[src/rtl/alu_rr_scheduler_if.sv]
// Bundles the two requester handshakes, the shared ALU bus and the response
// channel so the scheduler and its environment connect through one port.
interface alu_rr_scheduler_if;
  logic       req0_valid;
  logic       req0_ready;
  logic [3:0] req0_a;
  logic [3:0] req0_b;
  logic [1:0] req0_op;
  logic       req1_valid;
  logic       req1_ready;
  logic [3:0] req1_a;
  logic [3:0] req1_b;
  logic [1:0] req1_op;
  logic [3:0] alu_a;
  logic [3:0] alu_b;
  logic [1:0] alu_op;
  logic [3:0] alu_res;
  logic       alu_cout;
  logic       rsp_valid;
  logic       rsp_ready;
  logic       rsp_id;
  logic [3:0] rsp_res;
  logic       rsp_cout;
  logic       rsp_mismatch;
  logic [7:0] mismatch_cnt;

  modport slave (
    input  req0_valid, req0_a, req0_b, req0_op,
    output req0_ready,
    input  req1_valid, req1_a, req1_b, req1_op,
    output req1_ready,
    output alu_a, alu_b, alu_op,
    input  alu_res, alu_cout,
    output rsp_valid, rsp_id, rsp_res, rsp_cout, rsp_mismatch, mismatch_cnt,
    input  rsp_ready
  );

  modport master (
    output req0_valid, req0_a, req0_b, req0_op,
    input  req0_ready,
    output req1_valid, req1_a, req1_b, req1_op,
    input  req1_ready,
    input  alu_a, alu_b, alu_op,
    output alu_res, alu_cout,
    input  rsp_valid, rsp_id, rsp_res, rsp_cout, rsp_mismatch, mismatch_cnt,
    output rsp_ready
  );
endinterface

[src/rtl/alu_rr_scheduler.sv]
// Round-robin sharing of one external 4-bit ALU between two requesters, with
// a golden-model cross-check that counts results the ALU got wrong.
module alu_rr_scheduler #(
  parameter int unsigned SETTLE   = 1,
  parameter bit          CHECK_EN = 1'b1
) (
  input logic               clk,
  input logic               rst,
  alu_rr_scheduler_if.slave bus
);

  typedef enum logic [1:0] {IDLE, DRIVE, RESP} state_e;

  localparam logic [3:0] SETTLE_L = 4'(SETTLE);

  state_e     state_q, state_d;
  logic       lastGrant_q, lastGrant_d;
  logic [3:0] cnt_q, cnt_d;
  logic [3:0] aluA_q, aluA_d;
  logic [3:0] aluB_q, aluB_d;
  logic [1:0] aluOp_q, aluOp_d;
  logic       rspValid_q, rspValid_d;
  logic       rspId_q, rspId_d;
  logic [3:0] rspRes_q, rspRes_d;
  logic       rspCout_q, rspCout_d;
  logic       rspMis_q, rspMis_d;
  logic [7:0] misCnt_q, misCnt_d;

  logic       grant0, grant1;
  logic [4:0] golden;
  logic       mismatch;

  // On a tie the requester that did not win last time gets the ALU.
  assign grant0 = bus.req0_valid & (~bus.req1_valid | lastGrant_q);
  assign grant1 = bus.req1_valid & (~bus.req0_valid | ~lastGrant_q);

  assign bus.req0_ready = (state_q == IDLE) & grant0;
  assign bus.req1_ready = (state_q == IDLE) & grant1;

  always_comb begin
    golden = 5'd0;
    case (aluOp_q)
      2'b00:   golden = {1'b0, aluA_q} + {1'b0, aluB_q};
      2'b01:   golden = {1'b0, aluA_q} - {1'b0, aluB_q};
      2'b10:   golden = {1'b0, aluA_q & aluB_q};
      default: golden = {1'b0, aluA_q | aluB_q};
    endcase
  end

  assign mismatch = CHECK_EN & ({bus.alu_cout, bus.alu_res} != golden);

  always_comb begin
    state_d     = state_q;
    lastGrant_d = lastGrant_q;
    cnt_d       = cnt_q;
    aluA_d      = aluA_q;
    aluB_d      = aluB_q;
    aluOp_d     = aluOp_q;
    rspValid_d  = rspValid_q;
    rspId_d     = rspId_q;
    rspRes_d    = rspRes_q;
    rspCout_d   = rspCout_q;
    rspMis_d    = rspMis_q;
    misCnt_d    = misCnt_q;
    case (state_q)
      IDLE: begin
        if (grant0 | grant1) begin
          aluA_d      = grant1 ? bus.req1_a  : bus.req0_a;
          aluB_d      = grant1 ? bus.req1_b  : bus.req0_b;
          aluOp_d     = grant1 ? bus.req1_op : bus.req0_op;
          lastGrant_d = grant1;
          rspId_d     = grant1;
          cnt_d       = SETTLE_L;
          state_d     = DRIVE;
        end
      end
      DRIVE: begin
        // The ALU has settled once the counter reaches its last cycle.
        if (cnt_q == 4'd1) begin
          rspRes_d   = bus.alu_res;
          rspCout_d  = bus.alu_cout;
          rspMis_d   = mismatch;
          rspValid_d = 1'b1;
          cnt_d      = 4'd0;
          state_d    = RESP;
          if (mismatch && (misCnt_q != 8'hFF)) begin
            misCnt_d = misCnt_q + 8'd1;
          end
        end else begin
          cnt_d = cnt_q - 4'd1;
        end
      end
      RESP: begin
        if (bus.rsp_ready) begin
          rspValid_d = 1'b0;
          state_d    = IDLE;
        end
      end
      default: state_d = IDLE;
    endcase
  end

  always_ff @(posedge clk) begin
    if (rst) begin
      state_q     <= IDLE;
      lastGrant_q <= 1'b1;
      cnt_q       <= 4'd0;
      aluA_q      <= 4'd0;
      aluB_q      <= 4'd0;
      aluOp_q     <= 2'd0;
      rspValid_q  <= 1'b0;
      rspId_q     <= 1'b0;
      rspRes_q    <= 4'd0;
      rspCout_q   <= 1'b0;
      rspMis_q    <= 1'b0;
      misCnt_q    <= 8'd0;
    end else begin
      state_q     <= state_d;
      lastGrant_q <= lastGrant_d;
      cnt_q       <= cnt_d;
      aluA_q      <= aluA_d;
      aluB_q      <= aluB_d;
      aluOp_q     <= aluOp_d;
      rspValid_q  <= rspValid_d;
      rspId_q     <= rspId_d;
      rspRes_q    <= rspRes_d;
      rspCout_q   <= rspCout_d;
      rspMis_q    <= rspMis_d;
      misCnt_q    <= misCnt_d;
    end
  end

  assign bus.alu_a        = aluA_q;
  assign bus.alu_b        = aluB_q;
  assign bus.alu_op       = aluOp_q;
  assign bus.rsp_valid    = rspValid_q;
  assign bus.rsp_id       = rspId_q;
  assign bus.rsp_res      = rspRes_q;
  assign bus.rsp_cout     = rspCout_q;
  assign bus.rsp_mismatch = rspMis_q;
  assign bus.mismatch_cnt = misCnt_q;

endmodule
[src/flat_wrapper.sv]
// flat-port wrapper written by rule: the top's interface ports become plain ports
module alu_rr_scheduler_flat 
#(
  parameter int unsigned SETTLE   = 1,
  parameter bit          CHECK_EN = 1'b1
)
  (clk, rst, bus_req0_valid, bus_req0_a, bus_req0_b, bus_req0_op, bus_req0_ready, bus_req1_valid, bus_req1_a, bus_req1_b, bus_req1_op, bus_req1_ready, bus_alu_a, bus_alu_b, bus_alu_op, bus_alu_res, bus_alu_cout, bus_rsp_valid, bus_rsp_id, bus_rsp_res, bus_rsp_cout, bus_rsp_mismatch, bus_mismatch_cnt, bus_rsp_ready);
  alu_rr_scheduler_if bus_i ();
  input logic clk;
  input logic rst;
  input wire logic [$bits(bus_i.req0_valid)-1:0] bus_req0_valid;
  input wire logic [$bits(bus_i.req0_a)-1:0] bus_req0_a;
  input wire logic [$bits(bus_i.req0_b)-1:0] bus_req0_b;
  input wire logic [$bits(bus_i.req0_op)-1:0] bus_req0_op;
  output wire logic [$bits(bus_i.req0_ready)-1:0] bus_req0_ready;
  input wire logic [$bits(bus_i.req1_valid)-1:0] bus_req1_valid;
  input wire logic [$bits(bus_i.req1_a)-1:0] bus_req1_a;
  input wire logic [$bits(bus_i.req1_b)-1:0] bus_req1_b;
  input wire logic [$bits(bus_i.req1_op)-1:0] bus_req1_op;
  output wire logic [$bits(bus_i.req1_ready)-1:0] bus_req1_ready;
  output wire logic [$bits(bus_i.alu_a)-1:0] bus_alu_a;
  output wire logic [$bits(bus_i.alu_b)-1:0] bus_alu_b;
  output wire logic [$bits(bus_i.alu_op)-1:0] bus_alu_op;
  input wire logic [$bits(bus_i.alu_res)-1:0] bus_alu_res;
  input wire logic [$bits(bus_i.alu_cout)-1:0] bus_alu_cout;
  output wire logic [$bits(bus_i.rsp_valid)-1:0] bus_rsp_valid;
  output wire logic [$bits(bus_i.rsp_id)-1:0] bus_rsp_id;
  output wire logic [$bits(bus_i.rsp_res)-1:0] bus_rsp_res;
  output wire logic [$bits(bus_i.rsp_cout)-1:0] bus_rsp_cout;
  output wire logic [$bits(bus_i.rsp_mismatch)-1:0] bus_rsp_mismatch;
  output wire logic [$bits(bus_i.mismatch_cnt)-1:0] bus_mismatch_cnt;
  input wire logic [$bits(bus_i.rsp_ready)-1:0] bus_rsp_ready;
  assign bus_i.req0_valid = bus_req0_valid;
  assign bus_i.req0_a = bus_req0_a;
  assign bus_i.req0_b = bus_req0_b;
  assign bus_i.req0_op = bus_req0_op;
  assign bus_req0_ready = bus_i.req0_ready;
  assign bus_i.req1_valid = bus_req1_valid;
  assign bus_i.req1_a = bus_req1_a;
  assign bus_i.req1_b = bus_req1_b;
  assign bus_i.req1_op = bus_req1_op;
  assign bus_req1_ready = bus_i.req1_ready;
  assign bus_alu_a = bus_i.alu_a;
  assign bus_alu_b = bus_i.alu_b;
  assign bus_alu_op = bus_i.alu_op;
  assign bus_i.alu_res = bus_alu_res;
  assign bus_i.alu_cout = bus_alu_cout;
  assign bus_rsp_valid = bus_i.rsp_valid;
  assign bus_rsp_id = bus_i.rsp_id;
  assign bus_rsp_res = bus_i.rsp_res;
  assign bus_rsp_cout = bus_i.rsp_cout;
  assign bus_rsp_mismatch = bus_i.rsp_mismatch;
  assign bus_mismatch_cnt = bus_i.mismatch_cnt;
  assign bus_i.rsp_ready = bus_rsp_ready;
  alu_rr_scheduler #(.SETTLE(SETTLE), .CHECK_EN(CHECK_EN)) u_core (.clk(clk), .rst(rst), .bus(bus_i));
endmodule
[config.mk]
export PLATFORM = sky130hd
export DESIGN_NAME = alu_rr_scheduler_flat
export DESIGN_NICKNAME = d
export VERILOG_FILES = /design/src/rtl/alu_rr_scheduler_if.sv /design/src/rtl/alu_rr_scheduler.sv /design/src/flat_wrapper.sv
export SDC_FILE = /design/constraint.sdc
export NUM_CORES = 1
export LEC_CHECK = 0
export CAP_MARGIN = 20
export CORE_UTILIZATION = 47
export CTS_CLUSTER_SIZE = 10
export DETAILED_ROUTE_END_ITERATION = 7
export GPL_TIMING_DRIVEN = 0
export PLACE_DENSITY_LB_ADDON = 0.15
export SLEW_MARGIN = 10
export SYNTH_ARGS = -nofsm -noshare
export SYNTH_HDL_FRONTEND = slang
export SYNTH_SLANG_ARGS = --single-unit
[constraint.sdc]
create_clock -name clk -period 4.45 [get_ports clk]
set_input_delay 0.89 -clock clk [delete_from_list [all_inputs] [get_ports clk]]
set_output_delay 0.89 -clock clk [all_outputs]
set_load 0.01 [all_outputs]
After elaboration in Yosys (flattened, before gate mapping):

Index checks and enable logic that the tools add are counted.

* equal/unequal tests: 10
* add/sub/neg operators: 4
* bitwise operators: 12
* reductions and logical operators: 11
* multiplexer cells: 14

Operator list (count)
* $mux W4: 4
* $pmux W5 S3: 1
* $reduce_and A3 Y1: 3
* $add A8 B1 Y8 const B: 1
* $mux W2: 4
* $ne A8 B8 Y1 const B: 1
* $pmux W4 S2: 1
* $pmux W2 S3: 1
* $reduce_and A2 Y1: 3
* $add A4 B4 Y5: 1
* $ne A5 B5 Y1: 1
* $sub A4 B4 Y5: 1
* $and A1 B1 Y1: 4
* $and A4 B4 Y4: 1
* $eq A2 B1 Y1 const B: 2
* $eq A2 B2 Y1 const B: 2
* $eq A4 B1 Y1 const B: 1
* $logic_not A2 Y1: 2
* $ne A2 B2 Y1 const B: 2
* $or A4 B4 Y4: 1
* $reduce_bool A2 Y1: 2
* $sub A4 B1 Y4 const B: 1
* $not A1 Y1: 3
* $or A1 B1 Y1: 3
* other kinds (4): 5

* register bits: 33
* input port bits: 30
* output and inout bits: 28

Logic depth before layout (Yosys ltp):

* depth in word-level cells: 6
* mapped depth: 13
* depth with buffers taken out: 13

Worst setup path before layout:

Ideal clock, no wire load.

* path type: reg2reg
* from: register u_core.aluOp_q[0] (netlist: u_core.bus.alu_op[0])
* to: register u_core.misCnt_q[7] (netlist: u_core.bus.mismatch_cnt[7])
* stages on the path, launching flop included: 13
* setup time: 0.070 ns
* buffers on the path: 1
* data arrival time: 3.167 ns
* clock period less this slack: 3.237 ns
* setup slack: 1.213 ns
* required time: 4.380 ns
* cells stage by stage: dfxtp_1 -> buf_2 -> nor2b_1 -> mux2i_1 -> fa_1 -> xnor2_1 -> nor3b_1 -> a311o_1 -> and2_4 -> o221ai_2 -> o21ai_4 -> or4_1 -> a21oi_1

* cells in the longest elaborated chain, start to end: 5
* elaborated cells between the ends (all ways): 7
* those cells by class: eq/ne (3); mux (1); reduce/logical (3)

RTL lines
* start, declared: RTL line alu_rr_scheduler.sv:21 `logic [1:0] aluOp_q, aluOp_d;`
* start signal, assigned: RTL line alu_rr_scheduler.sv:123 `aluOp_q <= aluOp_d;`
* $eq A2 B2 Y1, or another cell as far along: RTL line alu_rr_scheduler.sv:42 `case (aluOp_q)`
* $pmux W5 S3 (*): RTL line alu_rr_scheduler.sv:42
* $ne A5 B5 Y1 (*): RTL line alu_rr_scheduler.sv:50 `assign mismatch = CHECK_EN & ({bus.alu_cout, bus.alu_res} != golden);`
* $logic_and A1 B1 Y1 (*): RTL line alu_rr_scheduler.sv:86 `if (mismatch && (misCnt_q != 8'hFF)) begin`
* $reduce_and A3 Y1 (no line) (*)
* end signal, assigned: RTL line alu_rr_scheduler.sv:129 `misCnt_q <= misCnt_d;`
* end, declared: RTL line alu_rr_scheduler.sv:27 `logic [7:0] misCnt_q, misCnt_d;`

Mark *: on every way between the ends. The rest lies on a longest branch, timed or not.
A chain may end at the register's enable or synchronous reset.

Worst setup path in the final report:

Ends and elaborated chain as after synthesis.

==> flow_metrics.py <==
metrics = {
    "drt": {
        "post-route-drc-count": 0,
        "viasPerCell": 5.40,
        "postRouteAntennaNets": 0,
        "dr.pass1.iters": 4,
        "drtIter0Drc": 100,
        "wl_per_cell_um": 13.6,
        "routed_wirelength_mm": 4.63,
        "vias": 1843,
    },
    "floorplan": {
        "chipHeight_um": 65.4,
        "die_area_mm2": 0.00428,
        "num_rows": 22,
        "die_w_um": 65.4,
        "ios": 58,
        "initial_core_util_pct": 50.2,
        "core_area_mm2": 0.00377,
    },
    "cts": {
        "cts_buffers": 5,
        "clkLatencyLatePin_ps": 280,
        "clockBufferDepth": 2,
        "cts_hold_buf": 0,
        "cts_root_buf": "clkbuf_8",
        "cts_tree": "yes",
        "htreeDepth": 2,
        "post-cts-setup-buffers": 0,
        "clk_pin_slew_ps": 70,
        "numClockSinks": 33,
        "cts_resized": 0,
    },
    "power": {
        "power.internal_mw": 0.695,
        "p_leak_nw": 0.983,
        "switching_share_pct": 32.6,
        "power_switching_mw": 0.337,
        "power_frac_clock_pct": 28.0,
        "ir_worst_vdd_mv": 0.214,
        "powerDensity_mw_per_mm2": 392,
        "seq_power_share_pct": 34.9,
        "power_frac_comb_pct": 37.1,
        "power.total_mw": 1.03,
    },
    "sta": {
        "setup_tns_ps": 0,
        "worst_pin_slew_ps": 726,
        "rsz0062_at_grt": "no",
        "hold_violations": 0,
        "fmax_ghz": 0.281,
        "worst_slack_ps": 887,
        "timing.hold.ws_ps": 451,
        "slew_headroom_pct": 51.6,
        "period_share_pct": 80.1,
        "fin_crit_ps": 3560,
        "finalClockSkew_ps": 4.79,
        "slew_viol_final": 0,
        "final-setup-viol-count": 0,
    },
    "critical_path": {
        "r2r-end": "u_core.bus.mismatch_cnt[7]$_SDFFE_PP0P_",
        "slowest_delay_ps": 490,
        "worstPathCellList": "buf_2, nor2b_1, mux2i_1, fa_1, xnor2_1, nor3b_1, a311o_1, and2_4, o221ai_2, o21ai_4, or4_1, a21oi_1",
        "ff2ff_setup_slack_ps": 890,
        "path_class": "reg -> reg",
        "crit_slowest_cell": "fa_1",
        "arrival_ps": 3770,
        "cp-start-kind": "flip-flop",
        "r2r_start": "u_core.bus.alu_op[0]$_SDFFE_PP0P_",
        "worstPathRequired_ps": 4660,
        "crit_path_end_kind": "flip-flop",
        "reg2reg_depth": 12,
        "cp_max_fo": 10,
    },
    "cells_and_area": {
        "nets": 333,
        "drive_above_1_share_pct": 4.78,
        "n_antenna_cell": 0,
        "nFillCells": 305,
        "syn2layout_area_growth_pct": 39.0,
        "stdcell_count": 341,
        "final_area_mm2": 0.00263,
        "finish.utilization_pct": 69.7,
    },
    "global_route": {
        "grt_max_degree": 11,
        "antenna_found_initial": 0,
        "grt_pass1_vias": 1705,
        "grt_pass1_wl_mm": 7.73,
        "grt-ovfl-total": 0,
        "groute.usage.overall_pct": 23.5,
    },
    "placement": {
        "port_buffers": 56,
        "place_inst": 333,
        "post-dp-hpwl_mm": 3.34,
        "place_congestion": 0.843,
        "dp_slack_ps": 931,
        "dpl_cell_area_mm2": 0.00251,
    },
    "logic_synthesis": {
        "async_flop_share_pct": 0,
        "ys_ff_latch": 33,
        "syn_avg_cell_area_um2": 8.26,
        "syn_area_mm2": 0.00189,
        "ys.flop_type": "dfxtp_1",
        "yosysSeqAreaShare_pct": 34.9,
        "syn_inst": 229,
        "yosysTopAreaCell": "dfxtp_1",
        "syn_nets": 270,
        "ys_types": 44,
        "yosysWarnings": 0,
        "synth_edf_count": 0,
        "synth_top_area_share_pct": 34.9,
        "synth.area.top_cells": "dfxtp_1 35%, mux2i_1 6.9%, ha_1 6.6%",
    },
    "hold_path": {
        "min_path_type": "reg -> reg",
        "hold_start": "u_core.bus.rsp_res[1]$_SDFFE_PP0P_",
        "min_delay_path_depth": 2,
        "worstHoldEndpoint": "u_core.bus.rsp_res[1]$_SDFFE_PP0P_",
    },
    "run": {
        "maxCapViolCount": 0,
    },
    "outcome": {
        "status": "finished, final reports clean",
    },
}
[how the worst max path moves through the flow]
stage                                      startpoint                                      end  slack (ps)  depth (start not counted)
floorplan           u_core.bus.alu_op[0]$_SDFFE_PP0P_  u_core.bus.mismatch_cnt[7]$_SDFFE_PP0P_        1210                         12
global placement    u_core.bus.alu_op[0]$_SDFFE_PP0P_  u_core.bus.mismatch_cnt[7]$_SDFFE_PP0P_        1000                         12
detailed placement  u_core.bus.alu_op[0]$_SDFFE_PP0P_  u_core.bus.mismatch_cnt[7]$_SDFFE_PP0P_         930                         12
CTS                 u_core.bus.alu_op[0]$_SDFFE_PP0P_  u_core.bus.mismatch_cnt[7]$_SDFFE_PP0P_         870                         12
global route        u_core.bus.alu_op[0]$_SDFFE_PP0P_  u_core.bus.mismatch_cnt[7]$_SDFFE_PP0P_         650                         12
finish              u_core.bus.alu_op[0]$_SDFFE_PP0P_  u_core.bus.mismatch_cnt[7]$_SDFFE_PP0P_         890                         12
[critical path, delay by kind of cell (launching register included)]
kind	cells	cell delay, ps
compound gates	4	750
xor+xnor	1	150
fa+ha+maj	1	490
buf+inv	1	240
flops	1	410
mux	1	360
simple gates	4	1100
[sequential cells by signal (all words and copies together) (netlist names)]
register	flops
u_core.lastGrant_q	1
u_core.bus.alu_op	2
u_core.bus.rsp_id	1
u_core.bus.rsp_cout	1
u_core.bus.mismatch_cnt	8
u_core.bus.rsp_mismatch	1
u_core.state_q	2
u_core.bus.alu_a	4
u_core.bus.rsp_res	4
u_core.bus.rsp_valid	1
u_core.bus.alu_b	4
u_core.cnt_q	4
[area by class of cell]
| class | count | area [um2] | share of cell area [%] |
|---|---|---|---|
| well taps | 48 | 60.1 | 2.28 |
| clock buffers | 7 | 86.3 | 3.28 |
| multi-input cells | 176 | 1150 | 43.9 |
| inverters | 11 | 41.3 | 1.57 |
| repair buffers | 56 | 561 | 21.3 |
| clock inverters | 1 | 30.0 | 1.14 |
| plain buffers | 9 | 36.3 | 1.38 |
| flip-flops and latches | 33 | 661 | 25.1 |
[power by group through the flow]
stage / logic (mW) / clock network (mW) / registers, mW
CTS: 0.383 / 0.295 / 0.360
detailed placement: 0.376 / 0 / 0.366
global placement: 0.372 / 0 / 0.365
global route: 0.426 / 0.309 / 0.365
floorplan: 0.252 / 0 / 0.367
finish: 0.382 / 0.289 / 0.360
[routing by layer]
metal,track usage (%),share of wire (%)
met4,6.52,0.24
met1,31.0,48
met3,5.21,3.7
met5,0,0
met2,38.3,48
[cell usage after synthesis (5+ instances only)]
cell type,number
dfxtp_1,33
nor2_1,28
nand2_1,21
a21oi_1,19
mux2i_1,13
a211oi_1,11
inv_1,11
ha_1,10
nand3_1,9
clkbuf_1,6
xnor2_1,6
o21ai_0,5
[logic make-up (layout without fill, tap and decap cells)]
| kind of cell | Yosys count | in the layout | share of synthesized area [%] |
|---|---|---|---|
| buffers and inverters | 20 | 84 | 4.10 |
| muxes | 13 | 13 | 6.88 |
| AOI/OAI and AO/OA | 59 | 59 | 20.9 |
| adders and majority gates | 12 | 12 | 8.27 |
| and+or+nand+nor | 84 | 84 | 21.2 |
| DFF | 33 | 33 | 34.9 |
| xor gates and xnor gates | 8 | 8 | 3.70 |
[cell usage in the layout, fill, tap and decap left out, types with 5 or more instances in the layout]
cell	netlist	layout
clkdlybuf4s50_1	0	56
dfxtp_1	33	33
nor2_1	28	28
nand2_1	21	21
a21oi_1	19	19
mux2i_1	13	13
inv_1	11	11
a211oi_1	11	11
ha_1	10	10
nand3_1	9	9
clkbuf_1	6	7
xnor2_1	6	6
clkbuf_8	0	6
o21ai_0	5	5
(Power assumes the default switching activity.)
